## src/rtl/dm_resp_pkg.sv

```systemverilog
// dm_resp_pkg: opcodes, status codes, FSM states and address limit for dm_reg_responder
package dm_resp_pkg;
  localparam logic [7:0] OP_READ  = 8'h01;
  localparam logic [7:0] OP_WRITE = 8'h02;
  localparam logic [7:0] OP_SET   = 8'h03;
  localparam logic [7:0] OP_CLR   = 8'h04;
  localparam logic [7:0] ST_OK        = 8'h00;
  localparam logic [7:0] ST_BAD_OP    = 8'h01;
  localparam logic [7:0] ST_BAD_ADDR  = 8'h02;
  localparam logic [7:0] ST_READ_ONLY = 8'h03;
  localparam logic [23:0] REG_ADDR_MAX = 24'h00003C;
  typedef enum logic [1:0] {S_IDLE, S_EXEC, S_RESP} state_t;
endpackage

```

## src/rtl/dm_resp_regfile.sv

```systemverilog
// dm_resp_regfile: 15 writable 32-bit registers plus a read-only ID register at index 15
module dm_resp_regfile #(
  parameter logic [31:0] ID_VALUE = 32'h0D3B_0001
) (
  input  logic        clk2,
  input  logic        rst_n_ck2,
  input  logic        i_we,
  input  logic [3:0]  i_waddr,
  input  logic [31:0] i_wdata,
  input  logic [3:0]  i_raddr,
  output logic [31:0] o_rdata,
  output logic [31:0] o_reg0
);
  logic [31:0] r_mem [0:14];
  always_ff @(posedge clk2 or negedge rst_n_ck2)
    if (!rst_n_ck2) for (int i = 0; i < 15; i++) r_mem[i] <= '0;
    else if (i_we && i_waddr != 4'd15) r_mem[i_waddr] <= i_wdata;
  assign o_rdata = (i_raddr == 4'd15) ? ID_VALUE : r_mem[i_raddr];
  assign o_reg0  = r_mem[0];
endmodule

```

## src/rtl/dm_reg_responder.sv

```systemverilog
// dm_reg_responder: single-outstanding register request/response engine with a
// fixed execute-stage delay in front of a 16-entry register file
module dm_reg_responder
  import dm_resp_pkg::*;
#(
  parameter int          WAIT_CYCLES = 2,
  parameter logic [31:0] ID_VALUE    = 32'h0D3B_0001
) (
  input  logic        clk2,
  input  logic        rst_n_ck2,
  input  logic        req_vld_ck2,
  output logic        req_rdy_ck2,
  input  logic [23:0] req_addr_ck2,
  input  logic [31:0] req_data_ck2,
  input  logic [7:0]  req_op_ck2,
  output logic        resp_vld_ck2,
  input  logic        resp_rdy_ck2,
  output logic [23:0] resp_addr_ck2,
  output logic [31:0] resp_data_ck2,
  output logic [7:0]  resp_op_ck2,
  output logic [31:0] ctrl_reg_ck2
);
  state_t      r_state;
  logic [3:0]  r_cnt;
  logic [23:0] r_addr;
  logic [31:0] r_data;
  logic [7:0]  r_op;
  logic [31:0] r_resp_data;
  logic [7:0]  r_resp_op;
  logic        w_fire, w_done, w_bad_addr, w_known, w_ro, w_we;
  logic [7:0]  w_status;
  logic [31:0] w_rd, w_new;
  assign w_fire     = req_vld_ck2 && r_state == S_IDLE;
  assign w_done     = r_state == S_EXEC && r_cnt == 4'd0;
  assign w_bad_addr = (|r_addr[1:0]) || r_addr > REG_ADDR_MAX;
  assign w_known    = r_op == OP_READ || r_op == OP_WRITE || r_op == OP_SET || r_op == OP_CLR;
  assign w_ro       = r_addr[5:2] == 4'd15 && r_op != OP_READ;
  assign w_status   = w_bad_addr ? ST_BAD_ADDR : !w_known ? ST_BAD_OP : w_ro ? ST_READ_ONLY : ST_OK;
  assign w_new      = r_op == OP_WRITE ? r_data :
                      r_op == OP_SET   ? (w_rd | r_data) :
                      r_op == OP_CLR   ? (w_rd & ~r_data) : w_rd;
  // Error statuses never reach the write port, so the register file stays untouched
  assign w_we       = w_done && w_status == ST_OK && r_op != OP_READ;
  dm_resp_regfile #(.ID_VALUE(ID_VALUE)) u_regfile (
    .clk2      (clk2),
    .rst_n_ck2 (rst_n_ck2),
    .i_we      (w_we),
    .i_waddr   (r_addr[5:2]),
    .i_wdata   (w_new),
    .i_raddr   (r_addr[5:2]),
    .o_rdata   (w_rd),
    .o_reg0    (ctrl_reg_ck2)
  );
  always_ff @(posedge clk2 or negedge rst_n_ck2)
    if (!rst_n_ck2) begin
      r_state     <= S_IDLE;
      r_cnt       <= '0;
      r_addr      <= '0;
      r_data      <= '0;
      r_op        <= '0;
      r_resp_data <= '0;
      r_resp_op   <= '0;
    end else begin
      case (r_state)
        S_IDLE: if (w_fire) begin
          r_state <= S_EXEC;
          r_cnt   <= 4'(WAIT_CYCLES);
          r_addr  <= req_addr_ck2;
          r_data  <= req_data_ck2;
          r_op    <= req_op_ck2;
        end
        S_EXEC: if (w_done) begin
          r_state     <= S_RESP;
          r_resp_op   <= w_status;
          r_resp_data <= (w_status == ST_OK) ? w_new : '0;
        end else r_cnt <= r_cnt - 4'd1;
        default: if (resp_rdy_ck2) r_state <= S_IDLE;
      endcase
    end
  assign req_rdy_ck2   = r_state == S_IDLE;
  assign resp_vld_ck2  = r_state == S_RESP;
  assign resp_addr_ck2 = r_addr;
  assign resp_data_ck2 = r_resp_data;
  assign resp_op_ck2   = r_resp_op;
endmodule
```

## config.mk

```make
export PLATFORM = sky130hd
export DESIGN_NAME = dm_reg_responder
export DESIGN_NICKNAME = d
export VERILOG_FILES = /design/src/rtl/dm_resp_pkg.sv /design/src/rtl/dm_resp_regfile.sv /design/src/rtl/dm_reg_responder.sv
export SDC_FILE = /design/constraint.sdc
export NUM_CORES = 1
export LEC_CHECK = 0
export CORE_MARGIN = 2
export CORE_UTILIZATION = 60
export CTS_BUF_LIST = sky130_fd_sc_hd__clkbuf_4
export DETAILED_ROUTE_END_ITERATION = 8
export DONT_BUFFER_PORTS = 1
export PLACE_DENSITY = 0.74
export SLEW_MARGIN = 20
export SYNTH_ARGS = -nofsm -noshare
export SYNTH_HDL_FRONTEND = slang
export SYNTH_HIERARCHICAL = 1
export SYNTH_SLANG_ARGS = --single-unit
```

## constraint.sdc

```tcl
create_clock -name clk2 -period 4.7 [get_ports clk2]
set_input_delay 0 -clock clk2 [delete_from_list [all_inputs] [get_ports clk2]]
set_output_delay 0 -clock clk2 [all_outputs]
set_load 0.1 [all_outputs]
```

# Word-level counts from Yosys, hierarchy flattened
# Index checks and enable logic that the tools add are counted.
[classes]
addsub = 1
magnitude_cmp = 3
n_eq_ne = 12
mux = 21
bitwise_logic = 4
reduce_logical = 21
[ops]
columns = ["cell", "n"]
rows = [
  ["480-bit bitwise mux", 1],
  ["32-bit 2-to-1 mux", 8],
  ["32-bit binary-select mux with 4-bit select", 1],
  ["32-bit demux with 4-bit select", 1],
  ["32-bit AND", 1],
  ["32-bit inverter", 1],
  ["32-bit bitwise OR", 1],
  ["24-bit by 6-bit greater-than comparator with 1-bit output, second input constant", 1],
  ["8-bit by 2-bit equality test with 1-bit output, second input constant", 2],
  ["2-bit 2-to-1 mux", 6],
  ["8-bit by 1-bit equality test with 1-bit output, second input constant", 1],
  ["8-bit by 3-bit equality test with 1-bit output, second input constant", 1],
  ["8-bit logical NOT", 1],
  ["4-bit 2-to-1 mux", 2],
  ["8-bit by 1-bit != test with 1-bit output, second input constant", 1],
  ["4-bit one-hot mux with 2 select lines", 1],
  ["1-bit logical AND", 7],
  ["3-bit AND reduction", 2],
  ["5-bit greater-or-equal comparator, second input constant", 1],
  ["5-bit by 1-bit < comparator with 1-bit output, second input constant", 1],
  ["4-bit inverter with 5-bit output", 1],
  ["4-bit equality test, second input constant", 1],
  ["4-bit logical NOT", 1],
  ["1-bit logical OR", 4],
  ["12 further kinds", 14],
]
[totals]
regBits = 590
input_bits = 68

# Depth between registers and ports, before layout
# Gate-level depths: netlist of the first run.
[logic_depth]
depth_word = 10
depth_mapped = 13
ltp_nobuf = 8

# Hierarchy
# The synthesis of the first run kept the hierarchy.
[by_module_without_submodules]
columns = ["mod", "n_inst", "cells_per_inst", "area_per_inst_um2"]
rows = [
  ["dm_resp_regfile", 1, 1495, 22034.9],
  ["dm_reg_responder", 1, 606, 5352.6],
]

# Least setup slack after synthesis of the first run
# Ideal clock, no wire load.
[synth_timing]
path_kind = "reg2reg"
start = "reg r_addr[21] (netlist: resp_addr_ck2[21])"
end = "reg u_regfile/r_mem[353] (netlist bit)"
setup_ns = 0.125
t_arrival_ns = 3.446
required_time_ns = 4.575
slack_ns = 1.129
stages_incl_launch_ff = 10
path_buffers = 2
synth_period_minus_slack_ns = 3.571
cell_sequence = "dfrtp_1 > nor4_1 > nand2_1 > or3_1 > a2111oi_0 > nor3b_2 > and3_1 > clkbuf_1 > buf_2 > mux2_2"
[synth_between]
elab_chain_cells = 7
[synth_lines]
columns = ["element", "line_no", "source"]
rows = [
  ["start: declaration", "dm_reg_responder.sv:25", "logic [23:0] r_addr;"],
  ["start signal: assignment", "dm_reg_responder.sv:68", "r_addr <= req_addr_ck2;"],
  ["24-bit by 6-bit greater-than comparator with 1-bit output", "dm_reg_responder.sv:35", "assign w_bad_addr = (|r_addr[1:0]) || r_addr > REG_ADDR_MAX;"],
  ["1-bit logical OR", "dm_reg_responder.sv:35", ""],
  ["2-bit 2-to-1 mux", "dm_reg_responder.sv:38", "assign w_status = w_bad_addr ? ST_BAD_ADDR : !w_known ? ST_BAD_OP : w_ro ? ST_READ_ONLY : ST_OK;"],
  ["8-bit logical NOT", "dm_reg_responder.sv:43", "assign w_we = w_done && w_status == ST_OK && r_op != OP_READ;"],
  ["1-bit logical AND (2 in a row)", "dm_reg_responder.sv:43", ""],
  ["named net w_we", "dm_reg_responder.sv:30", "logic w_fire, w_done, w_bad_addr, w_known, w_ro, w_we;"],
  ["1-bit logical AND", "dm_resp_regfile.sv:17", "else if (i_we && i_waddr != 4'd15) r_mem[i_waddr] <= i_wdata;"],
  ["end signal: indexed assignment", "dm_resp_regfile.sv:17", ""],
  ["end: declaration", "dm_resp_regfile.sv:14", "logic [31:0] r_mem [0:14];"],
]
# The timed path passes the listed nets, and every way through them passes these cells.
# A chain may end at the register's enable or synchronous reset.

# Worst setup path after layout of the first run
[layout_timing]
start = "reg r_addr[9] (netlist: resp_addr_ck2[9])"
end = "reg u_regfile/r_mem[337] (netlist bit)"
# Same word-level chain as after synthesis.

==> impl_metrics.tcl, run 1 <==
set metrics [dict create \
    synth-simple-area-share 0.05665 \
    grt.total_usage 0.3099 \
    crit_fanout 21 \
    fmax_ghz 0.2439 \
    synthToLayoutAreaGrowth_pct 15.61 \
    critPathMaxStageDelay_ps 660 \
    path_class "reg2reg" \
    cp-end-kind "flip-flop" \
    worstSetupStartpointType "flip-flop" \
    final_max_slew_viol_count 359 \
    dieHeight_um 217.7 \
    clkSinkCount 584 \
    hold_viol 584 \
    cts_buffer_depth 3 \
    ir_worst_vdd_uv 970.3 \
    multi_input_area_um2 11630 \
    syn_inst 2101 \
    final_nets 2384 \
    finalSetupTns_ps 0 \
    grt_max_degree 585 \
    cp_cell_sequence "nor4_1 > nand3_1 > or3_1 > a2111oi_0 > buf_4 > nand3b_1 > or3_1 > buf_4 > mux2_2" \
    ios 166 \
    ys_top_cells_by_count "584 x dfrtp_1, 474 x mux2_2, 287 x nand2_1" \
    drive_gt1_frac 0.3842 \
    maxCapViolCount 0 \
    netlist_top_cells_area "dfrtp_1 53%, mux2_2 19%, mux4_2 6.0%" \
    ys_seq_elements 584 \
    hold_ws_ps -1161 \
    die_area_um2 47370 \
    rsz0062_at_grt "false" \
    drc_errors 0 \
    synth-xor-area-share 0.0006396 \
    wirelength_um 71990 \
    dp_hpwl_um 42500 \
    arrival_ps 4800 \
    post-route-min-period_ps 4101 \
    pwr_density_cell_nw_per_um2 516.2 \
    num_vias 18900 \
    p_leak_uw 0.01519 \
    seq_area_um2 14630 \
    die_x_um 217.7 \
    syn_area_per_cell_um2 13.04 \
    yosys.cell_types.count 52 \
    num_rows 78 \
    violations "hold timing, slew limit" \
    grt_pass1_vias 19830 \
    clockRootBuffer "clkbuf_4" \
    synth_flop_cell "dfrtp_1" \
    yosys.area.top_type "dfrtp_1" \
    coreArea_um2 45190 \
    critical_path.top_delay_family "simple AND/OR/NAND/NOR gates" \
    cts_tree "done" \
    synthArstFlopShare 1.000 \
    drt_pass1_iterations 5 \
    period_share 0.8725 \
    muxShareOfSynthArea 0.2885 \
    hold_class "in2async" \
    synth_top_cell_area_share 0.5336 \
    cts_inserted_buffers 153 \
    setup_viol_count_final 0 \
    synthAdderAreaFrac 0.0004569 \
    crit_required_ps 5400 \
    power.total_uw 16350 \
    start_util 0.6061 \
    syn_area_um2 27390 \
    synth-edff-count 0 \
    ant_nets 0 \
    cpMaxStageDelayCell "or3_1" \
    outcome "complete, but fails checks" \
    antenna_found_initial 4 \
    crit_buf_inv 2 \
    clk_pin_slew_ps 70 \
    nFillCells 3008 \
    clock_latency_ps 870 \
    gp_congestion 0.7949 \
    gr-total-overflow 0 \
    routedWlPerCell_um 23.83 \
    routed_via_density 6.257 \
    grt_pass1_wl_um 113200 \
    slew_headroom -1.014 \
    synth_seq_area_share 0.5336 \
    cts-htree-levels 4 \
    dr.first_iter.drc_count 1765 \
    yosysMostFrequentCell "dfrtp_1" \
    skew_ps 55.43 \
    worst_pin_slew_ps 3020 \
    synth_top_family_by_area "multiplexers" \
    yosys_warnings 6 \
    postCtsHoldBufs 195 \
    synth_compound_area_frac 0.07543 \
    port_buffers 0 \
]
[worst register-to-register path: stages, from the launching register on]
cell and delay (ps):
dfrtp_1 410, nor4_1 570, nand3_1 230, or3_1 420, a2111oi_0 520, buf_4 240, nand3b_1 210, or3_1 660
buf_4 370, mux2_2 330
[final cells by class]
type / count / area share
repair buffers: 283 / 0.08607
inverters: 6 / 0.0007113
well taps: 600 / 0.02371
clock inverters: 26 / 0.004821
flip-flops and latches: 584 / 0.4621
diodes: 3 / 0.0002371
multi-input cells: 1287 / 0.3674
clock buffers: 232 / 0.05501
[repair_timing]
item	CTS	global route
resized for setup	0	0
endpoints found under the hold margin	654	584
buffers inserted	0	0
[state kept, by name, indices dropped and copies added (netlist names)]
name	flops
u_regfile/r_mem	448
r_data	32
resp_data_ck2	32
u_regfile/o_reg0	32
resp_addr_ck2	24
r_op	8
r_cnt	4
r_state	2
resp_op_ck2	2
[logic make-up after synthesis]
group	count (synthesis)
flip-flops	584
other	1
adder cells (fa/ha/maj)	1
multiplexers	638
AND/OR/NAND/NOR	376
XOR/XNOR	2
AO/OA/AOI/OAI	264
buffers and inverters	235
[stage by stage]
stage / hold slack (ps) / cell area, µm² / util / cells / setup WS (ps)
CTS: -1229 / 31650 / 0.7004 / 3017 / 912.1
global route: -1214 / 31660 / 0.7007 / 3021 / 432.9
global placement: -275.0 / 27800 / 0.6152 / 2564 / 957.8
detailed placement: -270.4 / 27800 / 0.6152 / 2564 / 976.9
floorplan: -295.6 / 27410 / - / 2106 / 1129
finish: -1161 / 31660 / 0.7007 / 3021 / 599.2
[where the power goes]
group | internal, µW | leakage, µW | switching [µW]
combinational | 1870 | 0.00600 | 4310
clock | 2340 | 0.00115 | 2000
sequential | 5330 | 0.00804 | 504
[path summary, 6_finish.rpt]
kind,slack [ps],cells past startpoint,endpoint,from
worst max-delay path,600,9,u_regfile/r_mem[337]$_DFFE_PN0P_,resp_addr_ck2[9]$_DFFE_PN0P_
worst min-delay path,-1160,0,r_op[4]$_DFFE_PN0P_,rst_n_ck2
worst max register to register,600,9,u_regfile/r_mem[337]$_DFFE_PN0P_,resp_addr_ck2[9]$_DFFE_PN0P_
worst min register to register,500,1,u_regfile/r_mem[211]$_DFFE_PN0P_,u_regfile/r_mem[211]$_DFFE_PN0P_
max in group asynchronous,3100,0,resp_addr_ck2[2]$_DFFE_PN0P_,rst_n_ck2
min in group clk2,340,3,r_cnt[3]$_DFFE_PN0P_,req_vld_ck2
[placed cells by master (no fill, tap or decap), types with 9 or more instances in the layout]
cell	n
nor2b_1	9
o211ai_2	29
clkbuf_4	232
nand2_1	286
o41ai_1	31
mux2i_1	83
buf_4	79
a21oi_1	84
a221oi_1	24
mux4_2	73
buf_12	9
dfrtp_1	579
o21ai_0	18
o221ai_1	25
a32o_1	32
mux2_2	474
clkinv_1	17
dlygate4sd3_1	195
nor2_1	28
[per-layer routing]
layer / GRT usage / vias to the layer above / routed length, µm / share of wire
met5: 0 / - / 24 / 0.00033
met4: 0.1123 / 2 / 1736 / 0.024
met3: 0.07183 / 144 / 5714 / 0.079
met2: 0.4832 / 720 / 33290 / 0.46
met1: 0.4291 / 9932 / 31220 / 0.43
li1: - / 8105 / - / -
No activity file was read; power rests on OpenSTA's default activity.
==> run 2: changes to the inputs <==
ABC_AREA = 1   (was default)
REMOVE_ABC_BUFFERS = 1   (was default)
==> run 2 against run 1 <==
The run still ends with hold timing, slew limit left. Largest cell class unchanged. Cell count up 49%. Via count increased by 37%. Cell area shrank 0.32%. Utilization decreased by 0.67 points. Highest routed layer is now met4. Synthesized cell count rose by 75%.
==> impl_metrics.tcl, run 2 <==
set metrics [dict create \
    synth-edff-count 0 \
    outcome "complete, but fails checks" \
    nFillCells 3658 \
    worstSetupStartpointType "flip-flop" \
    rsz0062_at_grt "false" \
    synth_top_cell_area_share 0.5269 \
    crit_fanout 44 \
    clk_pin_slew_ps 90 \
    cp-end-kind "flip-flop" \
    hold_viol 584 \
    num_vias 25990 \
    grt.total_usage 0.3754 \
    synthToLayoutAreaGrowth_pct 13.80 \
    synth_seq_area_share 0.5269 \
    finalSetupTns_ps 0 \
    dieHeight_um 219 \
    path_class "reg2reg" \
    dr.first_iter.drc_count 3263 \
    dp.cells 4037 \
    p_seq_frac 0.370 \
    final_max_slew_viol_count 180 \
    port_buffers 0 \
    violations "hold timing, slew limit" \
    routedWlPerCell_um 19.46 \
    routed_via_density 5.764 \
    largest_register "u_regfile/r_mem" \
    synth_flop_cell "dfrtp_1" \
    post_cts_buffers 0 \
    ys_seq_elements 584 \
    period_share 0.7858 \
    worst_pin_slew_ps 1792 \
    cts_inserted_buffers 155 \
    die_x_um 219 \
    fmax_ghz 0.2708 \
    finalNonFillerCells 4509 \
    clkSinkCount 584 \
    cts_buffer_depth 3 \
    cts-htree-levels 4 \
    maxCapViolCount 0 \
    final_common_cell "nand2_1" \
    grt_max_degree 585 \
    ios 166 \
    combPwrFrac 0.371 \
    ant_nets 0 \
    post-route-min-period_ps 3693 \
    syn_area_per_cell_um2 7.563 \
    largest_reg_flops 448 \
    drt_pass1_iterations 6 \
    skew_ps 59.96 \
    top_usage_layer "met2" \
    netlist_top_cells_area "dfrtp_1 53%, nand2_1 20%, o21ai_0 8.4%" \
    ctsResizeCount 0 \
    yosys_warnings 6 \
    postCtsHoldBufs 196 \
    switching_share 0.4522 \
    arrival_ps 4510 \
    drive_gt1_frac 0.08735 \
    pwr_density_cell_nw_per_um2 549.9 \
    synthArstFlopShare 1.000 \
    die_area_um2 47960 \
    start_util 0.6099 \
    num_rows 78 \
    setup_viol_count_final 0 \
    clockRootBuffer "clkbuf_4" \
    p_sw_uw 7849 \
    layout_common_cells "1465 x nand2_1, 580 x dfrtp_1, 466 x o21ai_0" \
    dp_hpwl_um 44280 \
    use_met3 0.1062 \
    grtUsageMet1 0.4783 \
    slew_headroom -0.1948 \
    antenna_found_initial 3 \
    grt_use_met2 0.5832 \
    cts_tree "done" \
    p_int_uw 9508 \
    hold_ws_ps -1264 \
    yosys.area.top_type "dfrtp_1" \
    ir_worst_vdd_uv 407.8 \
    syn_inst 3667 \
    clock_latency_ps 1010 \
    power_frac_clock 0.258 \
    grt_pass1_vias 25760 \
    yosysMostFrequentCell "nand2_1" \
    drc_errors 0 \
    ys_top_cells_by_count "1465 x nand2_1, 584 x dfrtp_1, 466 x o21ai_0" \
    gp_congestion 0.8413 \
    gr-total-overflow 0 \
    p_leak_uw 0.01531 \
    hold_class "in2async" \
    worst_slack_ps 1007 \
    crit_required_ps 5520 \
    pre_cts_ws_ps 1234 \
    grt_pass1_wl_um 138400 \
    yosys.cell_types.count 33 \
    coreArea_um2 45480 \
    syn_area_um2 27740 \
    wirelength_um 87730 \
    final_nets 3860 \
]
==> run 2: cell types whose count changed in the layout (fill, tap and decap cells not counted), sizes merged, moves of 143 or more <==
cell   before   now
nand3       7   240
nand2     287  1480
mux2      482     0
o21ai      18   495
inv        11   340
nor2       38   181
==> run 2: per-stage QoR <==
stage	util	area [µm²]	power [µW]
after floorplan	-	26400	10190
after global placement	0.6074	27620	11820
after detailed placement	0.6074	27620	11950
after CTS	0.6931	31520	17030
after global routing	0.6939	31560	18270
final	0.6940	31560	17360
==> run 2: power groups by stage <==
stage / clock [µW] / sequential, µW / combinational, µW
floorplan: 0 / 6590 / 3590
global placement: 0 / 6450 / 5380
detailed placement: 0 / 6460 / 5490
CTS: 4520 / 6370 / 6150
global route: 4840 / 6450 / 6980
finish: 4480 / 6430 / 6450
==> run 2: worst max-delay path, stage by stage, from the launching register on <==
cell and delay (ps):
dfrtp_1 770, nor2_1 260, nand2_1 70, nor2_1 180
nand2_2 120, nor2_8 120, nand3_1 150, inv_1 190
inv_1 140, nor3_4 250, nand2_2 410, buf_4 500
nand2_1 170, o21ai_0 150
==> run 2: per-layer routing <==
metal	routed length, µm	vias up	share of wire
li1	-	11710	-
met1	33030	12300	0.38
met2	40330	1590	0.46
met3	9668	389	0.11
met4	4699	0	0.054
met5	0	-	0
==> run 2: layout make-up <==
type                    count  area, µm²  area share
flip-flops and latches    584      14620      0.4633
multi-input cells        2473      10550      0.3342
repair buffers            240       2425     0.07683
clock buffers             239       1794     0.05685
inverters                 337       1265     0.04008
well taps                 600      750.7     0.02378
clock inverters            31      143.9    0.004559
diodes                      5      12.51   0.0003964
==> run 2: final timing paths <==
path	cells past startpoint	endpoint	slack, ps	startpoint
worst max-delay path	13	u_regfile/o_reg0[17]$_DFFE_PN0P_	1010	resp_addr_ck2[1]$_DFFE_PN0P_
worst min-delay path	0	r_data[27]$_DFFE_PN0P_	-1260	rst_n_ck2
worst max register to register	13	u_regfile/o_reg0[17]$_DFFE_PN0P_	1010	resp_addr_ck2[1]$_DFFE_PN0P_
worst min register to register	2	u_regfile/r_mem[280]$_DFFE_PN0P_	480	u_regfile/r_mem[280]$_DFFE_PN0P_
max in group asynchronous	0	r_data[13]$_DFFE_PN0P_	4530	rst_n_ck2
min in group clk2	3	r_state[1]$_DFFE_PN0P_	300	resp_rdy_ck2
==> run 2: logic make-up after synthesis <==
family                     after synthesis  synth area share
other                                    1         0.0001352
AOI/OAI and AO/OA                      504           0.09126
buffers and inverters                  615           0.09428
adders and majority gates                1         0.0004510
and+or+nand+nor                       1962            0.2870
DFF                                    584            0.5269
